## config.mk

```make
export PLATFORM = sky130hd
export DESIGN_NAME = fifo_rd_stream
export DESIGN_NICKNAME = d
export VERILOG_FILES = /design/src/rtl/fifo_rd_stream_pkg.sv /design/src/rtl/stream_buf2.sv /design/src/rtl/fifo_rd_stream.sv
export SDC_FILE = /design/constraint.sdc
export NUM_CORES = 1
export LEC_CHECK = 0
export CAP_MARGIN = 20
export CORE_MARGIN = 2
export CORE_UTILIZATION = 40
export DETAILED_ROUTE_END_ITERATION = 7
export PLACE_DENSITY = 0.69
export SLEW_MARGIN = 15
export SYNTH_ARGS = -nofsm -noshare
export SYNTH_HDL_FRONTEND = slang
export SYNTH_SLANG_ARGS = --single-unit
```

## constraint.sdc

```tcl
create_clock -name clk -period 3.35 [get_ports clk]
set_input_delay 0.8375 -clock clk [delete_from_list [all_inputs] [get_ports clk]]
set_output_delay 0.8375 -clock clk [all_outputs]
set_load 0.1 [all_outputs]
```

## src/rtl/fifo_rd_stream_pkg.sv

```systemverilog
// rtl/fifo_rd_stream_pkg.sv - shared occupancy encodings, read-latency constants and read-admission helper
package fifo_rd_stream_pkg;

  // Legal values of the upstream FIFO read latency.
  localparam int RD_LAT_COMB = 0;
  localparam int RD_LAT_REG  = 1;

  // Occupancy of the 2-entry output buffer.
  typedef enum logic [1:0] {
    OCC_EMPTY = 2'd0,
    OCC_ONE   = 2'd1,
    OCC_TWO   = 2'd2
  } occ_e;

  // A new read may launch only if, after this cycle's pop, at most one slot is
  // already committed (buffered or still arriving), so its push always has room.
  function automatic logic rd_allowed(input logic [1:0] occ,
                                      input logic       inflight,
                                      input logic       pop);
    logic [2:0] committed;
    committed = {1'b0, occ} + {2'b00, inflight} - {2'b00, pop};
    return committed <= 3'd1;
  endfunction

endpackage

```

## src/rtl/stream_buf2.sv

```systemverilog
// rtl/stream_buf2.sv - 2-entry in-order stream buffer with registered output
module stream_buf2
  import fifo_rd_stream_pkg::*;
#(
  parameter int DATA_WIDTH = 8
) (
  input  logic                  clk,
  input  logic                  rst_n,
  input  logic                  push,
  input  logic [DATA_WIDTH-1:0] push_data,
  input  logic                  m_ready,
  output logic                  m_valid,
  output logic [DATA_WIDTH-1:0] m_data,
  output logic                  pop,
  output logic [1:0]            occ
);

  occ_e                  state_q;
  occ_e                  state_d;
  logic [DATA_WIDTH-1:0] mem0;
  logic [DATA_WIDTH-1:0] mem1;
  logic                  wr_ptr;
  logic                  rd_ptr;
  logic                  push_ok;

  assign m_valid = (state_q != OCC_EMPTY);
  assign pop     = m_valid && m_ready;
  // A push into a full buffer without a matching pop would overwrite the oldest
  // beat; the read-admission logic upstream never allows it, so it is dropped.
  assign push_ok = push && ((state_q != OCC_TWO) || pop);
  assign occ     = state_q;
  // Both entries are registers, so the head is a register-to-port mux only.
  assign m_data  = rd_ptr ? mem1 : mem0;

  // Occupancy state register.
  always_ff @(posedge clk or negedge rst_n) begin
    if (!rst_n) state_q <= OCC_EMPTY;
    else        state_q <= state_d;
  end

  // Occupancy next state from push/pop.
  always_comb begin
    state_d = state_q;
    case (state_q)
      OCC_EMPTY: if (push_ok) state_d = OCC_ONE;
      OCC_ONE: begin
        if (push_ok && !pop)      state_d = OCC_TWO;
        else if (!push_ok && pop) state_d = OCC_EMPTY;
      end
      OCC_TWO:   if (pop && !push_ok) state_d = OCC_ONE;
      default:   state_d = OCC_EMPTY;
    endcase
  end

  // Entry storage and ring pointers; head only moves on pop so m_data holds under backpressure.
  always_ff @(posedge clk or negedge rst_n) begin
    if (!rst_n) begin
      mem0   <= '0;
      mem1   <= '0;
      wr_ptr <= 1'b0;
      rd_ptr <= 1'b0;
    end else begin
      if (push_ok) begin
        if (wr_ptr) mem1 <= push_data;
        else        mem0 <= push_data;
        wr_ptr <= ~wr_ptr;
      end
      if (pop) rd_ptr <= ~rd_ptr;
    end
  end

endmodule

```

## src/rtl/fifo_rd_stream.sv

```systemverilog
// rtl/fifo_rd_stream.sv - converts an upstream FIFO read port into a valid/ready stream
module fifo_rd_stream
  import fifo_rd_stream_pkg::*;
#(
  parameter int DATA_WIDTH = 8,
  parameter int RD_LAT     = 1
) (
  input  logic                  clk,
  input  logic                  rst_n,
  input  logic                  fifo_empty,
  input  logic [DATA_WIDTH-1:0] fifo_rdata,
  output logic                  fifo_r_en,
  output logic                  m_valid,
  output logic [DATA_WIDTH-1:0] m_data,
  input  logic                  m_ready,
  output logic [1:0]            occ,
  output logic [15:0]           beat_cnt
);

  logic inflight;
  logic push;
  logic pop;

  // Reads stay off during reset so no request escapes while state is being cleared.
  assign fifo_r_en = rst_n && !fifo_empty && rd_allowed(occ, inflight, pop);

  // With combinational FIFO data the word is captured in the request cycle;
  // with registered data it arrives, and is captured, one cycle later.
  assign push = (RD_LAT == RD_LAT_REG) ? inflight : fifo_r_en;

  // Track a read launched last cycle whose data is still arriving.
  always_ff @(posedge clk or negedge rst_n) begin
    if (!rst_n) inflight <= 1'b0;
    else        inflight <= (RD_LAT == RD_LAT_REG) ? fifo_r_en : 1'b0;
  end

  // Count delivered beats, wrapping naturally at 16 bits.
  always_ff @(posedge clk or negedge rst_n) begin
    if (!rst_n)   beat_cnt <= 16'h0000;
    else if (pop) beat_cnt <= beat_cnt + 16'h0001;
  end

  stream_buf2 #(
    .DATA_WIDTH (DATA_WIDTH)
  ) u_buf (
    .clk       (clk),
    .rst_n     (rst_n),
    .push      (push),
    .push_data (fifo_rdata),
    .m_ready   (m_ready),
    .m_valid   (m_valid),
    .m_data    (m_data),
    .pop       (pop),
    .occ       (occ)
  );

endmodule

```

# Word-level counts from Yosys, hierarchy flattened
# Index checks and enable logic that the tools add are counted.
# op_classes
addsub	3
multipliers	0
n_div	0
order_cmp	1
n_eq_ne	6
shifts	0
n_mux	6
bitwise	2
reduce_logical	15
# ops
op	count
$add 16x1->16 const B	1
$mux 2	4
$mux 8	1
$logic_and 1x1->1	6
$pmux 2 s3	1
$ne 2x1->1 const B	2
$reduce_and 2->1	2
$add 2x1->3	1
$le 3x1->1 const B	1
$logic_not 1->1	3
$ne 3x1->1 const B	1
$reduce_and 3->1	1
$sub 3x1->3	1
$eq 2x1->1 const B	1
$eq 2x2->1 const B	1
$logic_not 2->1	1
$ne 2x2->1 const B	1
$not 1->1	2
$reduce_bool 2->1	1
$logic_or 1x1->1	1
# word_totals
ff_bits	37
latch_bits	0
mem_bits_rw	0
romBits	0
inputBits	12
wordCells	40
n_memories	0

# Longest topological paths before layout
# logic_depth
ltp_word	9
ltp_mapped	9
depth_no_buf	8

# Modules after synthesis
# A second synthesis with hierarchy kept.
# hier_totals
cells_unflattened	128
area_unflattened_um2	1712.9
# by_module_without_submodules
module	n_inst	cells_per_inst	area_each_um2	seq_area_each_um2
stream_buf2	1	63	913.4	500.5
fifo_rd_stream	1	65	799.5	425.4

# Worst setup path before layout
# Ideal clock, no wire load.
# synth_timing
path_kind	register -> output
from	register u_buf.state_q[1] (netlist: u_buf.occ[1])
to	output fifo_r_en
arrival_ps	4545
required_time_ps	2513
slack_ps	-2033
stages_incl_launch_ff	10
path_cell_list	dfrtp_1 > buf_2 > nor2b_1 > and2_1 > nand2b_1 > ha_1 > inv_1 > fa_1 > xor2_1 > nor3_1
# synth_between
elab_chain_len	5
# synth_lines
element	line	rtl
start, declared	stream_buf2.sv:18	occ_e state_q;
start signal, assigned	stream_buf2.sv:38	else state_q <= state_d;
branches (longest 2 deep; another with $add 2x1->3)	--	
$sub 3x1->3 (*)	fifo_rd_stream_pkg.sv:21	committed = {1'b0, occ} + {2'b00, inflight} - {2'b00, pop};
$le 3x1->1 (*)	fifo_rd_stream_pkg.sv:22	return committed <= 3'd1;
$logic_and 1x1->1 (*)	fifo_rd_stream.sv:25	assign fifo_r_en = rst_n && !fifo_empty && rd_allowed(occ, inflight, pop);
end, declared	fifo_rd_stream.sv:12	output logic fifo_r_en,
# Mark *: on every way between the ends.

# Worst setup path after layout
# layout_timing
from	input m_ready
to	output fifo_r_en
# layout_between
elab_chain_len	4
# layout_lines
element	line	rtl
start, declared	fifo_rd_stream.sv:15	input logic m_ready,
$logic_and 1x1->1	stream_buf2.sv:27	assign pop = m_valid && m_ready;
$sub 3x1->3	fifo_rd_stream_pkg.sv:21	
$le 3x1->1	fifo_rd_stream_pkg.sv:22	
$logic_and 1x1->1	fifo_rd_stream.sv:25	
# No other way between the ends.

==> flow_summary.json <==
{
  "synth_warnings": 0,
  "report.final.slew_viol_count": 0,
  "fraction_of_final_layout_cells_with_drive_strength_greater_than_1_pct": 47.9,
  "cts.sinks": 37,
  "combinational_family_with_the_most_area_after_synthesis": "multiplexers",
  "tritoncts.num_buffers": 5,
  "globalplace.congestion": 0.781,
  "design.final.nets": 204,
  "synth_compound_gate_area_share_pct": 3.01,
  "crit_fanout": 4,
  "cap_viol_max_count": 0,
  "type_of_element_capturing_the_critical_path": "primary output",
  "initial_antenna_violation_count": 0,
  "io-pin-count": 40,
  "critical_path_required_ns": 2.51,
  "mappedNetlistNets": 153,
  "synth_edf_count": 0,
  "status": "completed",
  "route.detailed.wl_per_inst_um": 13.4,
  "routed_length_on_met2_um": 1650,
  "grt.overflow.total": 0,
  "grt_setup_unrepaired": "false",
  "final.hold.worst_slack_ns": 0.493,
  "synth-async-reset-ratio_pct": 100,
  "mostFrequentLayoutCells": "sky130_fd_sc_hd__buf_4, sky130_fd_sc_hd__dfrtp_1, sky130_fd_sc_hd__mux2_2, sky130_fd_sc_hd__nand2_1, sky130_fd_sc_hd__xnor2_1",
  "finalWirelength_um": 3250,
  "hold_class": "flip-flop to flip-flop",
  "top_layer": "met4",
  "route.detailed.drc": 0,
  "floorplan.initialDensity_pct": 40.7,
  "multi_input_area_um2": 845,
  "area_share_of_xor_xnor_cells_in_the_synthesized_design_pct": 9.02,
  "insertion_delay_ns": 0.29,
  "sequential_cell_area_um2": 931,
  "routed-via-count": 1184,
  "clock_tree.buffer_depth": 2,
  "layout.cells.most_common": "sky130_fd_sc_hd__buf_4",
  "fmaxAchievable_mhz": 307,
  "die_h_um": 70.1,
  "met1_length_um": 1370,
  "slew_headroom_pct": 68.0,
  "worst-setup-path-type": "input pin to primary output",
  "io_buffers": 39,
  "final_worst_path_period_need_ns": 3.26,
  "drt_iter0_drc": 39,
  "ys_types": 26,
  "fill_count": 359,
  "die_x_um": 70.1,
  "timing.final.crit_share_pct": 97.3,
  "pin_count_of_the_biggest_net_entering_global_routing": 38,
  "fp-row-count": 24,
  "synth-main-ff-cell": "sky130_fd_sc_hd__dfrtp_1",
  "worst_setup_hold_path_clk_slew_ns": 0.07,
  "detailedPlacementHpwl_um": 2400,
  "layout-area-overhead-vs-synth_pct": 32.6,
  "drtAntennaViolNets": 0,
  "core_region_area_um2": 4290,
  "number_of_flip_flops_and_latches_in_the_synthesized_netlist": 37,
  "syn_inst": 138,
  "synthesis.area_per_instance_um2": 12.7,
  "route.detailed.vias_per_inst": 4.89,
  "detailroute.wirelength.met3_um": 209,
  "startpoint_type": "input pin",
  "ant_diodes": 0,
  "worst-slew-pin-transition_ns": 0.478,
  "setup_violations": 0,
  "multiplexer_fraction_of_the_synthesized_cell_area_pct": 17.3,
  "die_area_um2": 4910,
  "global_route.usage.total_pct": 14.6,
  "synth_adder_area_share_pct": 2.58,
  "post_cts_hold_buffers": 0,
  "finalInstanceArea_um2": 2320,
  "post_synthesis_share_of_cell_area_spent_on_and_or_nand_and_nor_gates_pct": 13.9,
  "clock_tree.root_cell": "sky130_fd_sc_hd__clkbuf_8",
  "hold_viol": 0,
  "grt_first_pass_wirelength_um": 5580,
  "ys_seq_area_share_pct": 53.0,
  "postPlaceCellArea_um2": 2210,
  "cts_tree": "done",
  "cts_htree_levels": 2,
  "worstPathArrival_ns": 2.42,
  "finClkSkew_ns": 0.00716,
  "vias_in_the_first_global_route": 1191,
  "drtPass1Iterations": 4,
  "synth_area_um2": 1750
}
## Yosys cell counts, drive strengths merged, types with 3 or more instances
library cell	count	area, µm²
mux2	26	293
nand4	3	18.8
xor2	6	52.6
xnor2	12	105
o21ai	4	27.5
nand2	15	56.3
nor2	8	37.5
dfrtp	37	926
and3	3	18.8
nand3	3	15.0
nand2b	3	18.8
## path summary, 6_finish.rpt
path | startpoint | end | slack [ns] | cells after the start
worst max register to register | u_buf.occ[0] | inflight | 1.32 | 9
max in group asynchronous | rst_n | u_buf.occ[1] | 2.35 | 2
worst min-delay path | beat_cnt[15] | beat_cnt[15] | 0.49 | 1
worst max-delay path | m_ready | fifo_r_en | 0.09 | 9
worst min register to register | beat_cnt[15] | beat_cnt[15] | 0.49 | 1
min in group asynchronous | rst_n | beat_cnt[5] | 0.63 | 2
## cell families after synthesis
kind of cell | Yosys count
mux | 27
compound gates | 6
flops | 37
simple gates | 42
fa+ha+maj | 3
buf+inv | 5
xor+xnor | 18
## critical path: stages
cell	delay, ns
sky130_fd_sc_hd__buf_2	0.11
sky130_fd_sc_hd__and2_4	0.14
sky130_fd_sc_hd__nand2b_1	0.10
sky130_fd_sc_hd__ha_2	0.16
sky130_fd_sc_hd__inv_1	0.05
sky130_fd_sc_hd__fa_2	0.52
sky130_fd_sc_hd__nand2_2	0.06
sky130_fd_sc_hd__nor3_4	0.23
sky130_fd_sc_hd__buf_12	0.20
## final cells by class
class	count	area share, %
clock buffer	6	3.13
clock inverter	2	0.432
inverter	1	0.162
multi-input combinational	96	36.4
sequential	37	40.2
tap	52	2.81
timing repair buffer	48	16.8
## registers in the layout, indices dropped and copies added (netlist names)
signal	flops
u_buf.mem0	8
u_buf.occ	2
u_buf.wr_ptr	1
u_buf.mem1	8
inflight	1
u_buf.rd_ptr	1
beat_cnt	16
## timing repair
item | 4_1_cts | 5_1_grt
gates resized for setup | 5 | 0
pin swaps | 1 | 0
endpoints found under the setup margin | 1 | 1
buffers inserted | 0 | 4
## layer usage
layer | GRT usage [%] | up-vias
met4 | 5.13 | 0
met2 | 23.3 | 32
met1 | 17.6 | 581
met5 | 0 | -
li1 | - | 567
met3 | 6.49 | 4
## per-stage QoR
| step | worst slack [ns] | cells | TNS, ns | util, % |
|---|---|---|---|---|
| after global routing | 0.00334 | 242 | 0 | 54.0 |
| final | 0.0916 | 242 | 0 | 54.0 |
| after floorplan | -0.188 | 138 | -0.188 | - |
| after detailed placement | -0.280 | 230 | -0.280 | 51.4 |
| after global placement | -0.201 | 230 | -0.201 | 51.4 |
| after CTS | 0.0224 | 238 | 0 | 53.3 |
Power is left out: the tool's default activity adds up to more than one toggle a clock period on the data nets, which glitch-free logic cannot reach.
